===== src/rtl/ydm_pkg.sv =====
// Shared types and constants for the ydm memory stage.
package ydm_pkg;

  typedef enum logic [1:0] {
    IDLE   = 2'd0,
    ACCESS = 2'd1,
    RESP   = 2'd2
  } state_e;

  localparam logic [2:0] F3_B  = 3'b000;
  localparam logic [2:0] F3_H  = 3'b001;
  localparam logic [2:0] F3_W  = 3'b010;
  localparam logic [2:0] F3_BU = 3'b100;
  localparam logic [2:0] F3_HU = 3'b101;

endpackage


===== src/rtl/ydm_align.sv =====
// Byte-lane steering for stores, load extraction/extension, and
// access legality (misalignment, unsupported funct3) checks.
module ydm_align
  import ydm_pkg::*;
(
  input  logic [2:0]  funct3_i,
  input  logic [1:0]  addrLo_i,
  input  logic [31:0] rd2_i,
  input  logic [31:0] rdata_i,
  output logic [3:0]  wstrb_o,
  output logic [31:0] wdata_o,
  output logic [31:0] loadData_o,
  output logic        misalign_o,
  output logic        badLoad_o,
  output logic        badStore_o
);

  logic [7:0]  byteSel;
  logic [15:0] halfSel;

  assign byteSel = rdata_i[{addrLo_i, 3'b000} +: 8];
  assign halfSel = addrLo_i[1] ? rdata_i[31:16] : rdata_i[15:0];

  // Unsigned variants have no store counterpart, so they are store-illegal.
  always_comb begin
    wstrb_o    = 4'b0000;
    wdata_o    = rd2_i;
    loadData_o = 32'h0;
    misalign_o = 1'b0;
    badLoad_o  = 1'b0;
    badStore_o = 1'b0;
    case (funct3_i)
      F3_B: begin
        loadData_o = {{24{byteSel[7]}}, byteSel};
        wstrb_o    = 4'b0001 << addrLo_i;
        wdata_o    = {4{rd2_i[7:0]}};
      end
      F3_H: begin
        loadData_o = {{16{halfSel[15]}}, halfSel};
        wstrb_o    = addrLo_i[1] ? 4'b1100 : 4'b0011;
        wdata_o    = {2{rd2_i[15:0]}};
        misalign_o = addrLo_i[0];
      end
      F3_W: begin
        loadData_o = rdata_i;
        wstrb_o    = 4'b1111;
        misalign_o = |addrLo_i;
      end
      F3_BU: begin
        loadData_o = {24'h0, byteSel};
        badStore_o = 1'b1;
      end
      F3_HU: begin
        loadData_o = {16'h0, halfSel};
        misalign_o = addrLo_i[0];
        badStore_o = 1'b1;
      end
      default: begin
        badLoad_o  = 1'b1;
        badStore_o = 1'b1;
      end
    endcase
  end

endmodule


===== src/rtl/ydm_stage.sv =====
// RV32 MEM stage: accepts an EX result, performs an optional load/store over
// a ready/ack memory port, and presents a handshaked write-back packet.
module ydm_stage
  import ydm_pkg::*;
#(
  parameter int ACK_TIMEOUT = 15,
  parameter int CNT_W       = 4
) (
  input  logic        clk,
  input  logic        rst,
  input  logic        ex_valid,
  output logic        ex_ready,
  input  logic [31:0] ex_z,
  input  logic [31:0] ex_rd2,
  input  logic [4:0]  ex_rd,
  input  logic        ex_regwrite,
  input  logic        ex_memread,
  input  logic        ex_memwrite,
  input  logic [2:0]  ex_funct3,
  output logic        mem_req,
  output logic        mem_we,
  output logic [31:0] mem_addr,
  output logic [31:0] mem_wdata,
  output logic [3:0]  mem_wstrb,
  input  logic [31:0] mem_rdata,
  input  logic        mem_ack,
  output logic        wb_valid,
  input  logic        wb_ready,
  output logic [31:0] wb_data,
  output logic [4:0]  wb_rd,
  output logic        wb_regwrite,
  output logic        wb_fault
);

  localparam bit              TIMEOUT_EN  = (ACK_TIMEOUT != 0);
  localparam logic [CNT_W-1:0] TIMEOUT_CNT = CNT_W'(ACK_TIMEOUT);

  state_e             state_q, state_d;
  logic [31:0]        z_q, z_d;
  logic [31:0]        rd2_q, rd2_d;
  logic [4:0]         rd_q, rd_d;
  logic               regwrite_q, regwrite_d;
  logic               memread_q, memread_d;
  logic               memwrite_q, memwrite_d;
  logic [2:0]         funct3_q, funct3_d;
  logic [CNT_W-1:0]   cnt_q, cnt_d;
  logic [31:0]        wbData_q, wbData_d;
  logic               wbRegwrite_q, wbRegwrite_d;
  logic               wbFault_q, wbFault_d;

  logic        inIdle, inAccess;
  logic [2:0]  alignF3;
  logic [1:0]  alignLo;
  logic [3:0]  alignStrb;
  logic [31:0] alignWdata, alignLoad;
  logic        misalign, badLoad, badStore, issueFault;

  assign inIdle   = (state_q == IDLE);
  assign inAccess = (state_q == ACCESS);

  // In IDLE the checker looks at the incoming request; afterwards at the latched one.
  assign alignF3 = inIdle ? ex_funct3 : funct3_q;
  assign alignLo = inIdle ? ex_z[1:0] : z_q[1:0];

  ydm_align u_align (
    .funct3_i   (alignF3),
    .addrLo_i   (alignLo),
    .rd2_i      (rd2_q),
    .rdata_i    (mem_rdata),
    .wstrb_o    (alignStrb),
    .wdata_o    (alignWdata),
    .loadData_o (alignLoad),
    .misalign_o (misalign),
    .badLoad_o  (badLoad),
    .badStore_o (badStore)
  );

  assign issueFault = (ex_memread & ex_memwrite)
                    | (ex_memread  & (badLoad  | misalign))
                    | (ex_memwrite & (badStore | misalign));

  always_comb begin
    state_d      = state_q;
    z_d          = z_q;
    rd2_d        = rd2_q;
    rd_d         = rd_q;
    regwrite_d   = regwrite_q;
    memread_d    = memread_q;
    memwrite_d   = memwrite_q;
    funct3_d     = funct3_q;
    cnt_d        = cnt_q;
    wbData_d     = wbData_q;
    wbRegwrite_d = wbRegwrite_q;
    wbFault_d    = wbFault_q;
    case (state_q)
      IDLE: begin
        if (ex_valid) begin
          z_d        = ex_z;
          rd2_d      = ex_rd2;
          rd_d       = ex_rd;
          regwrite_d = ex_regwrite;
          memread_d  = ex_memread;
          memwrite_d = ex_memwrite;
          funct3_d   = ex_funct3;
          if (!ex_memread && !ex_memwrite) begin
            wbData_d     = ex_z;
            wbRegwrite_d = ex_regwrite;
            wbFault_d    = 1'b0;
            state_d      = RESP;
          end else if (issueFault) begin
            wbData_d     = 32'h0;
            wbRegwrite_d = 1'b0;
            wbFault_d    = 1'b1;
            state_d      = RESP;
          end else begin
            cnt_d   = '0;
            state_d = ACCESS;
          end
        end
      end
      ACCESS: begin
        if (mem_ack) begin
          wbData_d     = memread_q ? alignLoad : 32'h0;
          wbRegwrite_d = memread_q & regwrite_q;
          wbFault_d    = 1'b0;
          state_d      = RESP;
        end else if (TIMEOUT_EN && ((cnt_q + 1'b1) == TIMEOUT_CNT)) begin
          wbData_d     = 32'h0;
          wbRegwrite_d = 1'b0;
          wbFault_d    = 1'b1;
          state_d      = RESP;
        end else begin
          cnt_d = cnt_q + 1'b1;
        end
      end
      RESP: begin
        if (wb_ready) begin
          state_d = IDLE;
        end
      end
      default: state_d = IDLE;
    endcase
  end

  always_ff @(posedge clk) begin
    if (rst) begin
      state_q      <= IDLE;
      z_q          <= 32'h0;
      rd2_q        <= 32'h0;
      rd_q         <= 5'h0;
      regwrite_q   <= 1'b0;
      memread_q    <= 1'b0;
      memwrite_q   <= 1'b0;
      funct3_q     <= 3'h0;
      cnt_q        <= '0;
      wbData_q     <= 32'h0;
      wbRegwrite_q <= 1'b0;
      wbFault_q    <= 1'b0;
    end else begin
      state_q      <= state_d;
      z_q          <= z_d;
      rd2_q        <= rd2_d;
      rd_q         <= rd_d;
      regwrite_q   <= regwrite_d;
      memread_q    <= memread_d;
      memwrite_q   <= memwrite_d;
      funct3_q     <= funct3_d;
      cnt_q        <= cnt_d;
      wbData_q     <= wbData_d;
      wbRegwrite_q <= wbRegwrite_d;
      wbFault_q    <= wbFault_d;
    end
  end

  // Memory port is driven purely from latched state, so it stays stable through ACCESS.
  assign ex_ready    = inIdle;
  assign mem_req     = inAccess;
  assign mem_we      = inAccess & memwrite_q;
  assign mem_addr    = inAccess ? {z_q[31:2], 2'b00} : 32'h0;
  assign mem_wdata   = (inAccess & memwrite_q) ? alignWdata : 32'h0;
  assign mem_wstrb   = (inAccess & memwrite_q) ? alignStrb : 4'b0000;
  assign wb_valid    = (state_q == RESP);
  assign wb_data     = wbData_q;
  assign wb_rd       = rd_q;
  assign wb_regwrite = wbRegwrite_q;
  assign wb_fault    = wbFault_q;

endmodule

===== config.mk =====
export PLATFORM = sky130hd
export DESIGN_NAME = ydm_stage
export DESIGN_NICKNAME = d
export VERILOG_FILES = /design/src/rtl/ydm_pkg.sv /design/src/rtl/ydm_align.sv /design/src/rtl/ydm_stage.sv
export SDC_FILE = /design/constraint.sdc
export NUM_CORES = 1
export LEC_CHECK = 0
export CORE_MARGIN = 8
export CORE_UTILIZATION = 25
export CTS_BUF_LIST = sky130_fd_sc_hd__clkbuf_4 sky130_fd_sc_hd__clkbuf_8
export DETAILED_ROUTE_END_ITERATION = 7
export GPL_ROUTABILITY_DRIVEN = 0
export RECOVER_POWER = 25
export SLEW_MARGIN = 20
export SYNTH_ARGS = -nofsm -noshare
export SYNTH_HDL_FRONTEND = slang
export SYNTH_SLANG_ARGS = --single-unit

===== constraint.sdc =====
create_clock -name clk -period 3.55 [get_ports clk]
set_input_delay 0.71 -clock clk [delete_from_list [all_inputs] [get_ports clk]]
set_output_delay 0.71 -clock clk [all_outputs]
set_load 0.03 [all_outputs]

==> flow_metrics.env, run 1 <==
export IMPL_worst_ep_arrival_time_ps=2710
export IMPL_nNetsFinal=1099
export IMPL_grt_pass1_wl_mm=40.88
export IMPL_fmax_ghz=0.2920
export IMPL_fp_row_count=56
export IMPL_cts_root_buffer="clkbuf_8"
export IMPL_r2r_setup_slack_ps=800
export IMPL_grt_antenna_before_repair=1
export IMPL_finalSetupViolCount=0
export IMPL_maxSlewViolCount=0
export IMPL_synthCells=769
export IMPL_cellPowerDensity_nw_per_um2=514.8
export IMPL_fin_total_pwr_mw=4.721
export IMPL_die_x_um=170.8
export IMPL_fin_cells=1317
export IMPL_grt_start_max_net_pins=51
export IMPL_crit_reg2reg_capture="wb_data[5]$_SDFFE_PP0P_"
export IMPL_regToRegStartpoint="state_q[1]$_SDFFE_PP0P_"
export IMPL_postCtsHoldBufs=0
export IMPL_skew_ps=15.76
export IMPL_grt_ovfl_total=0
export IMPL_rsz0062_at_grt="no"
export IMPL_start_kind="input port"
export IMPL_first_iter_violations=736
export IMPL_core_area_um2=23470
export IMPL_setup_ws_ps=125.5
export IMPL_firstDrtPassIters=5
export IMPL_synth_edff_count=0
export IMPL_ys_async_sr_fraction_pct=0
export IMPL_syn_avg_cell_area_um2=7.794
export IMPL_synth_distinct_cells=71
export IMPL_cts_sinks=115
export IMPL_drc=0
export IMPL_synthToLayoutAreaGrowth_pct=53.03
export IMPL_netlist_top_cells_area="dfxtp_1 38%, nand2_1 13%, a21oi_1 8.2%"
export IMPL_ys_seq_elements=115
export IMPL_synth_area_um2=5993
export IMPL_min_delay_path_depth=2
export IMPL_hold_end="z_q[10]$_SDFFE_PP0P_"
export IMPL_numPortBuffers=220
export IMPL_hpwl_mm=20.07
export IMPL_rr_worst_depth=8
export IMPL_place_ws_ps=-109.9
export IMPL_cp_max_fo=4
export IMPL_drive_above_1_share_pct=13.54
export IMPL_htree_levels=4
export IMPL_grt_pass1_vias=6622
export IMPL_yosys_area_top_type="dfxtp_1"
export IMPL_synth_common_cells="210 x nand2_1, 115 x dfxtp_1, 98 x a21oi_1"
export IMPL_insertion_delay_ps=450
export IMPL_period_share_pct=96.46
export IMPL_postRouteAntennaNets=0
export IMPL_place_area_um2=8650
export IMPL_io_pins=223
export IMPL_leakagePower_nw=3.329
export IMPL_placed_cells=1281
export IMPL_numCtsBuffers=17
export IMPL_vias=6861
export IMPL_worstPathRequired_ps=2840
export IMPL_fin_tns_setup_ps=0
export IMPL_fp_dieArea_um2=29180
export IMPL_routedWlPerCell_um=20.84
export IMPL_maxCapViolCount=0
export IMPL_fill_cells=2461
export IMPL_fin_hold_ws_ps=454.1
export IMPL_totalWireLength_mm=27.44
export IMPL_worst_pin_slew_ps=1338
export IMPL_slew_limit_headroom_pct=10.81
export IMPL_vias_per_cell=5.210
export IMPL_yosys_warnings=0
export IMPL_ys_flop_type="dfxtp_1"
export IMPL_status="complete, no violations"
export IMPL_hold_violations=0
export IMPL_track_usage_pct=18.33
export IMPL_initial_utilization_pct=25.53
export IMPL_end_kind="output pin"
export IMPL_hp_start="z_q[10]$_SDFFE_PP0P_"
export IMPL_critPathKind="in -> out"
export IMPL_final_core_util_pct=39.07
export IMPL_ys_seq_area_share_pct=38.41
export IMPL_fin_crit_ps=3424
export IMPL_synth_most_common_cell="nand2_1"
export IMPL_clk_path_buf_depth=2
export IMPL_final_area_um2=9171
export IMPL_vdd_ir_drop_max_uv=209.3
export IMPL_cts_tree="built"
export IMPL_hp_class="reg -> reg"
export IMPL_clkSlewWorstSetupHoldPaths_ps=90
export IMPL_die_y_um=170.8
export IMPL_yosysTopAreaCellShare_pct=38.41
[critical path, stage by stage]
cell	delay, ps
clkdlybuf4s50_1	520
or4b_1	490
o21ai_2	90
and2_4	190
buf_4	140
a21oi_1	50
o21a_1	180
nor2_1	180
buf_12	160
[how the worst max path moves through the flow]
| stage | from | to | slack (ps) | cells after the start |
|---|---|---|---|---|
| after CTS | ex_funct3[0] | mem_wdata[13] | 4 | 9 |
| after global routing | ex_funct3[0] | mem_wstrb[3] | 10 | 10 |
| after floorplan | ex_funct3[1] | mem_wstrb[2] | 310 | 7 |
| after global placement | ex_funct3[0] | mem_wdata[26] | -40 | 8 |
| final | ex_funct3[0] | mem_wstrb[2] | 130 | 9 |
| after detailed placement | ex_funct3[0] | mem_wdata[26] | -110 | 8 |
[metal layers]
layer | vias up | share of wire (%) | global-route usage, %
li1 | 3221 | - | -
met1 | 3227 | 44 | 24.29
met2 | 385 | 42 | 27.28
met3 | 28 | 11 | 6.753
met4 | 0 | 1.9 | 5.633
met5 | - | 0 | 0
[cells by family (layout without fill, tap and decap cells)]
group	count (synthesis)	in the layout	share of synthesized area, %
and+or+nand+nor	333	333	25.20
AOI/OAI and AO/OA	229	229	26.74
DFF	115	115	38.41
buffers and inverters	77	304	5.511
muxes	12	12	3.653
adders and majority gates	2	2	0.4175
other	1	3	0.06257
[cell usage in the layout, fill, tap and decap left out, types with 3 or more instances in the layout]
cell / count
a21oi_1: 96
a211oi_1: 8
buf_4: 65
a32o_1: 12
bufinv_16: 5
o21a_1: 3
clkinv_4: 4
dfxtp_1: 115
inv_1: 7
a32oi_1: 17
o22ai_1: 3
mux2i_1: 4
clkbuf_8: 17
nor2b_1: 3
clkdlybuf4s50_1: 188
nand2_1: 210
a311oi_1: 22
a221oi_1: 15
o41ai_1: 3
nor2_1: 26
mux4_1: 5
buf_12: 9
a31oi_1: 12
inv_6: 4
nand2b_1: 3
nor4_1: 19
and2_1: 32
o21ai_0: 8
and3_1: 16
[final cells by class]
type / instances / area (um^2) / share of cell area, %
timing repair buffer: 264 / 2559 / 27.90
clock buffer: 17 / 234.0 / 2.551
antenna: 1 / 2.502 / 0.02729
clock inverter: 14 / 225.2 / 2.456
tap: 319 / 399.1 / 4.352
multi-input combinational: 578 / 3410 / 37.18
inverter: 9 / 40.04 / 0.4366
sequential: 115 / 2302 / 25.10
[registers in the layout, summed over array words and instances, names as in the netlist]
register,flops
rd2_q,32
wb_data,32
z_q,32
wb_rd,5
cnt_q,4
funct3_q,3
state_q,2
memread_q,1
memwrite_q,1
regwrite_q,1
wb_fault,1
wb_regwrite,1
[where the power goes]
group | switching (mW) | internal, mW | total [mW]
logic | 0.989 | 0.677 | 1.67
registers | 0.122 | 1.47 | 1.59
clock network | 0.623 | 0.844 | 1.47
total | 1.73 | 2.99 | 4.72
[repair_timing]
action                                  4_1_cts  5_1_grt
gates resized for setup                       4        6
endpoints found under the setup margin       17       51
setup buffers                                 0        4
Note: power is estimated with default switching activity, not from simulation.
==> run 2, diff against run 1 <==
Settings changed: CORE_MARGIN 8 to 1, CORE_UTILIZATION 25 to 46, PLACE_DENSITY set to 0.83.
Clock period 3.55 ns to 3.5 ns, I/O delays scaled along.
==> run 2 against run 1 <==
The flow now finishes with violations (capacitance limit, slew limit). Sequential power hardly changed. Clock-buffer cell count is 5 higher. Via count is 0.32% lower. Register-to-register slack worse by 360 ps. Sequential cell count stayed put. Sequential share of layout area is 0.68 points higher. Clock skew is 5.4 ps lower. Critical endpoint is now mem_wdata[29]. Largest power group unchanged.
==> flow_metrics.env, run 2 (synthesized netlist as in run 1, its figures left out) <==
export IMPL_maxSlewViolCount=47
export IMPL_violations="capacitance limit, slew limit"
export IMPL_core_area_um2=12670
export IMPL_final_common_cell="nand2_1"
export IMPL_grt_antenna_before_repair=0
export IMPL_critPathKind="reg -> out"
export IMPL_cts_tree="built"
export IMPL_fin_tns_setup_ps=0
export IMPL_drc=0
export IMPL_fin_crit_ps=3455
export IMPL_post_cts_buffers=0
export IMPL_cpPeakStageDelay_ps=500
export IMPL_hp_class="reg -> reg"
export IMPL_cts_sinks=115
export IMPL_cp_max_fo=16
export IMPL_hold_violations=0
export IMPL_rsz0062_at_grt="yes"
export IMPL_firstDrtPassIters=5
export IMPL_fp_row_count=41
export IMPL_finalSetupViolCount=0
export IMPL_htree_levels=4
export IMPL_worst_ep_arrival_time_ps=2760
export IMPL_fin_hold_ws_ps=449.9
export IMPL_clkSlewWorstSetupHoldPaths_ps=70
export IMPL_io_pins=223
export IMPL_drive_above_1_share_pct=12.86
export IMPL_grt_pass1_vias=6301
export IMPL_hpwl_mm=15.60
export IMPL_totalWireLength_mm=21.75
export IMPL_cts_root_buffer="clkbuf_8"
export IMPL_vias_per_cell=5.860
export IMPL_die_x_um=116.1
export IMPL_period_share_pct=98.72
export IMPL_cp_slowest_cell="nor2_2"
export IMPL_cellPowerDensity_nw_per_um2=533.3
export IMPL_fp_dieArea_um2=13490
export IMPL_insertion_delay_ps=450
export IMPL_synthToLayoutAreaGrowth_pct=48.98
export IMPL_initial_utilization_pct=47.30
export IMPL_critPathBufInv=2
export IMPL_status="finished with violations"
export IMPL_start_kind="flop"
export IMPL_worst_pin_slew_ps=2062
export IMPL_skew_ps=10.32
export IMPL_track_usage_pct=32.37
export IMPL_fmax_ghz=0.2894
export IMPL_worstPathRequired_ps=2800
export IMPL_end_kind="output pin"
export IMPL_final_core_util_pct=70.47
export IMPL_grt_pass1_wl_mm=33.04
export IMPL_numCtsBuffers=17
export IMPL_path_cells="or2_4 -> inv_4 -> mux2i_1 -> and2_4 -> nor2_2 -> nand2_1 -> a31oi_1 -> buf_4"
export IMPL_leakagePower_nw=3.304
export IMPL_postRouteAntennaNets=0
export IMPL_clk_path_buf_depth=2
export IMPL_num_antenna_cells=0
export IMPL_first_iter_violations=826
export IMPL_vias=6839
export IMPL_numPortBuffers=220
export IMPL_layout_common_cells="210 x nand2_1, 191 x clkdlybuf4s50_1, 115 x dfxtp_1"
export IMPL_die_y_um=116.1
export IMPL_vdd_ir_drop_max_uv=310.6
export IMPL_grt_ovfl_total=0
export IMPL_maxCapViolCount=1
export IMPL_timing_critical_path_max_delay_family="simple AND/OR/NAND/NOR gates"
export IMPL_nNetsFinal=1096
export IMPL_routedWlPerCell_um=18.64
export IMPL_grt_start_max_net_pins=50
export IMPL_slew_limit_headroom_pct=-37.47
-- run 2: final timing paths --
| path | slack, ps | depth (start not counted) | endpoint | start |
|---|---|---|---|---|
| setup / recovery | 40 | 8 | mem_wdata[29] | state_q[1]$_SDFFE_PP0P_ |
| hold / removal | 450 | 2 | z_q[23]$_SDFFE_PP0P_ | z_q[23]$_SDFFE_PP0P_ |
| setup reg to reg | 440 | 6 | z_q[31]$_SDFFE_PP0P_ | state_q[1]$_SDFFE_PP0P_ |
| hold reg to reg | 450 | 2 | z_q[23]$_SDFFE_PP0P_ | z_q[23]$_SDFFE_PP0P_ |
-- run 2: area by class of cell --
cell class	count	area [um^2]
Clock buffer	22	284.0
Clock inverter	10	202.7
Fill cell	1028	3742
Inverter	9	40.04
Multi-Input combinational cell	578	3392
Sequential cell	115	2302
Tap cell	172	215.2
Timing Repair Buffer	261	2492
-- run 2: per-layer routing --
layer	track usage, %	wire [um]	up-vias
met5	0	0	-
met4	16.41	874	0
met3	8.770	2531	71
met2	52.46	9956	473
met1	39.60	8390	3090
li1	-	-	3205
-- run 2: repair_timing --
item,CTS,global route
endpoints found under the setup margin,17,50
hold endpoints to repair,0,0
gates resized for setup,3,5
hold buffers,0,0
-- run 2: worst reg2reg max path: cells and delay by family (launching register included) --
kind | cells | cell delay, ps
buffers and inverters | 2 | 1620
and+or+nand+nor | 3 | 730
AOI/OAI and AO/OA | 1 | 240
DFF | 1 | 400
-- run 2: power breakdown --
part	internal, mW	leakage, nW	switching [mW]
sequential	1.49	0.945	0.124
clock	0.977	0.247	0.551
combinational	0.667	2.11	0.953
total	3.13	3.30	1.63
-- run 2: per-stage QoR --
step / instances / setup slack [ps] / power (mW) / instance area (um^2)
2_1_floorplan: 770 / 283.3 / 2.574 / 5997
3_3_place_gp: 1135 / -149.8 / 3.196 / 8428
3_5_place_dp: 1135 / -225.9 / 3.222 / 8428
4_1_cts: 1167 / 11.72 / 4.747 / 8921
5_1_grt: 1167 / -36.38 / 4.970 / 8929
6_report: 1167 / 44.96 / 4.762 / 8929
==> patch (settings of run 1) <==
Set the parameter `CNT_W` to 3 (it was 4).
--- a/src/rtl/ydm_stage.sv
+++ b/src/rtl/ydm_stage.sv
@@ -6,3 +6,3 @@
   parameter int ACK_TIMEOUT = 15,
-  parameter int CNT_W       = 4
+  parameter int CNT_W       = 3
 ) (
Check against the original RTL: not equivalent (a bounded check fails within 10 cycles, from zero or initial values and one cycle with rst high).
==> patch against run 1 <==
  * The flow now finishes with violations (capacitance limit, slew limit)
  * First-iteration DRC count down 18%
  * Synthesized area grew 0.27%
  * Sequential share of layout area rose by 0.31 points
  * Worst setup slack got worse by 0.039 ns
  * Sequential cell count is 1 lower
  * Fmax is 1.1% lower
  * Total power fell by 12%
  * Global-route usage is 1.2 points lower
  * Sequential power fell by 4%
  * Critical path type unchanged
  * Design area is 2.1% lower
  * Routed wire length fell by 4.6%
==> patch: results <==
[critical_path]
reg2regPathDepth = 7
crit_path_max_fanout = 5
arrival_ns = 2.75
crit_family = buffers and inverters

[grt]
grt_pass1_vias = 6417
grt_usage_pct = 17.2
grt_pass1_wl_mm = 38.4
grt_use_met3_pct = 6.87

[sta]
finalMaxSlewViolations = 76

[layout]
instances_no_fill = 1335

[power_and_ir_drop]
combPwrFrac_pct = 34.0
pg_clk_mw = 1.21
peakVddDrop_v = 0.000196

[routing]
viasPerCell = 5.06
wl_met3_mm = 3.07
top_layer = met5
wl_met2_mm = 11.6

[outcome]
outcome = complete, but fails checks
failed_checks = capacitance limit, slew limit

[synth]
synth_common_cells = nand2_1, dfxtp_1, a21oi_1
ys_seq_area_share_pct = 38.0
synth-adder-area-share_pct = 0.416

[place]
pre_cts_ws_ns = -0.288
place_area_um2 = 8550
place_hpwl_mm = 19.1

[run]
cap_viol_max_count = 1
## patch: cell types whose count changed in the layout (fill, tap and decap cells not counted), moves of 10 or more
cell | before | now
nor4_1 | 19 | 1
a32oi_1 | 17 | 2
nor2b_1 | 3 | 18
a221oi_1 | 15 | 5
dlygate4sd3_1 | 0 | 36
o21ai_0 | 8 | 19
o32a_1 | 0 | 16
a22o_1 | 1 | 26
nor2_1 | 26 | 13
nand2_1 | 210 | 220
clkdlybuf4s50_1 | 188 | 150
a311oi_1 | 22 | 0
## patch: area by class of cell
cell class,instances,area [um2]
clock buffer,18,248
clock inverter,14,130
fill,2505,14600
inverter,9,36.3
multi-input combinational,602,3460
sequential,114,2280
tap,319,399
timing repair buffer,259,2420
## patch: final timing paths
| kind | endpoint | slack, ns |
|---|---|---|
| hold / removal | wb_rd[4] | 0.45 |
| setup reg to reg | wb_data[7] | 0.68 |
| hold reg to reg | wb_rd[4] | 0.45 |
| setup / recovery | mem_wdata[25] | 0.09 |
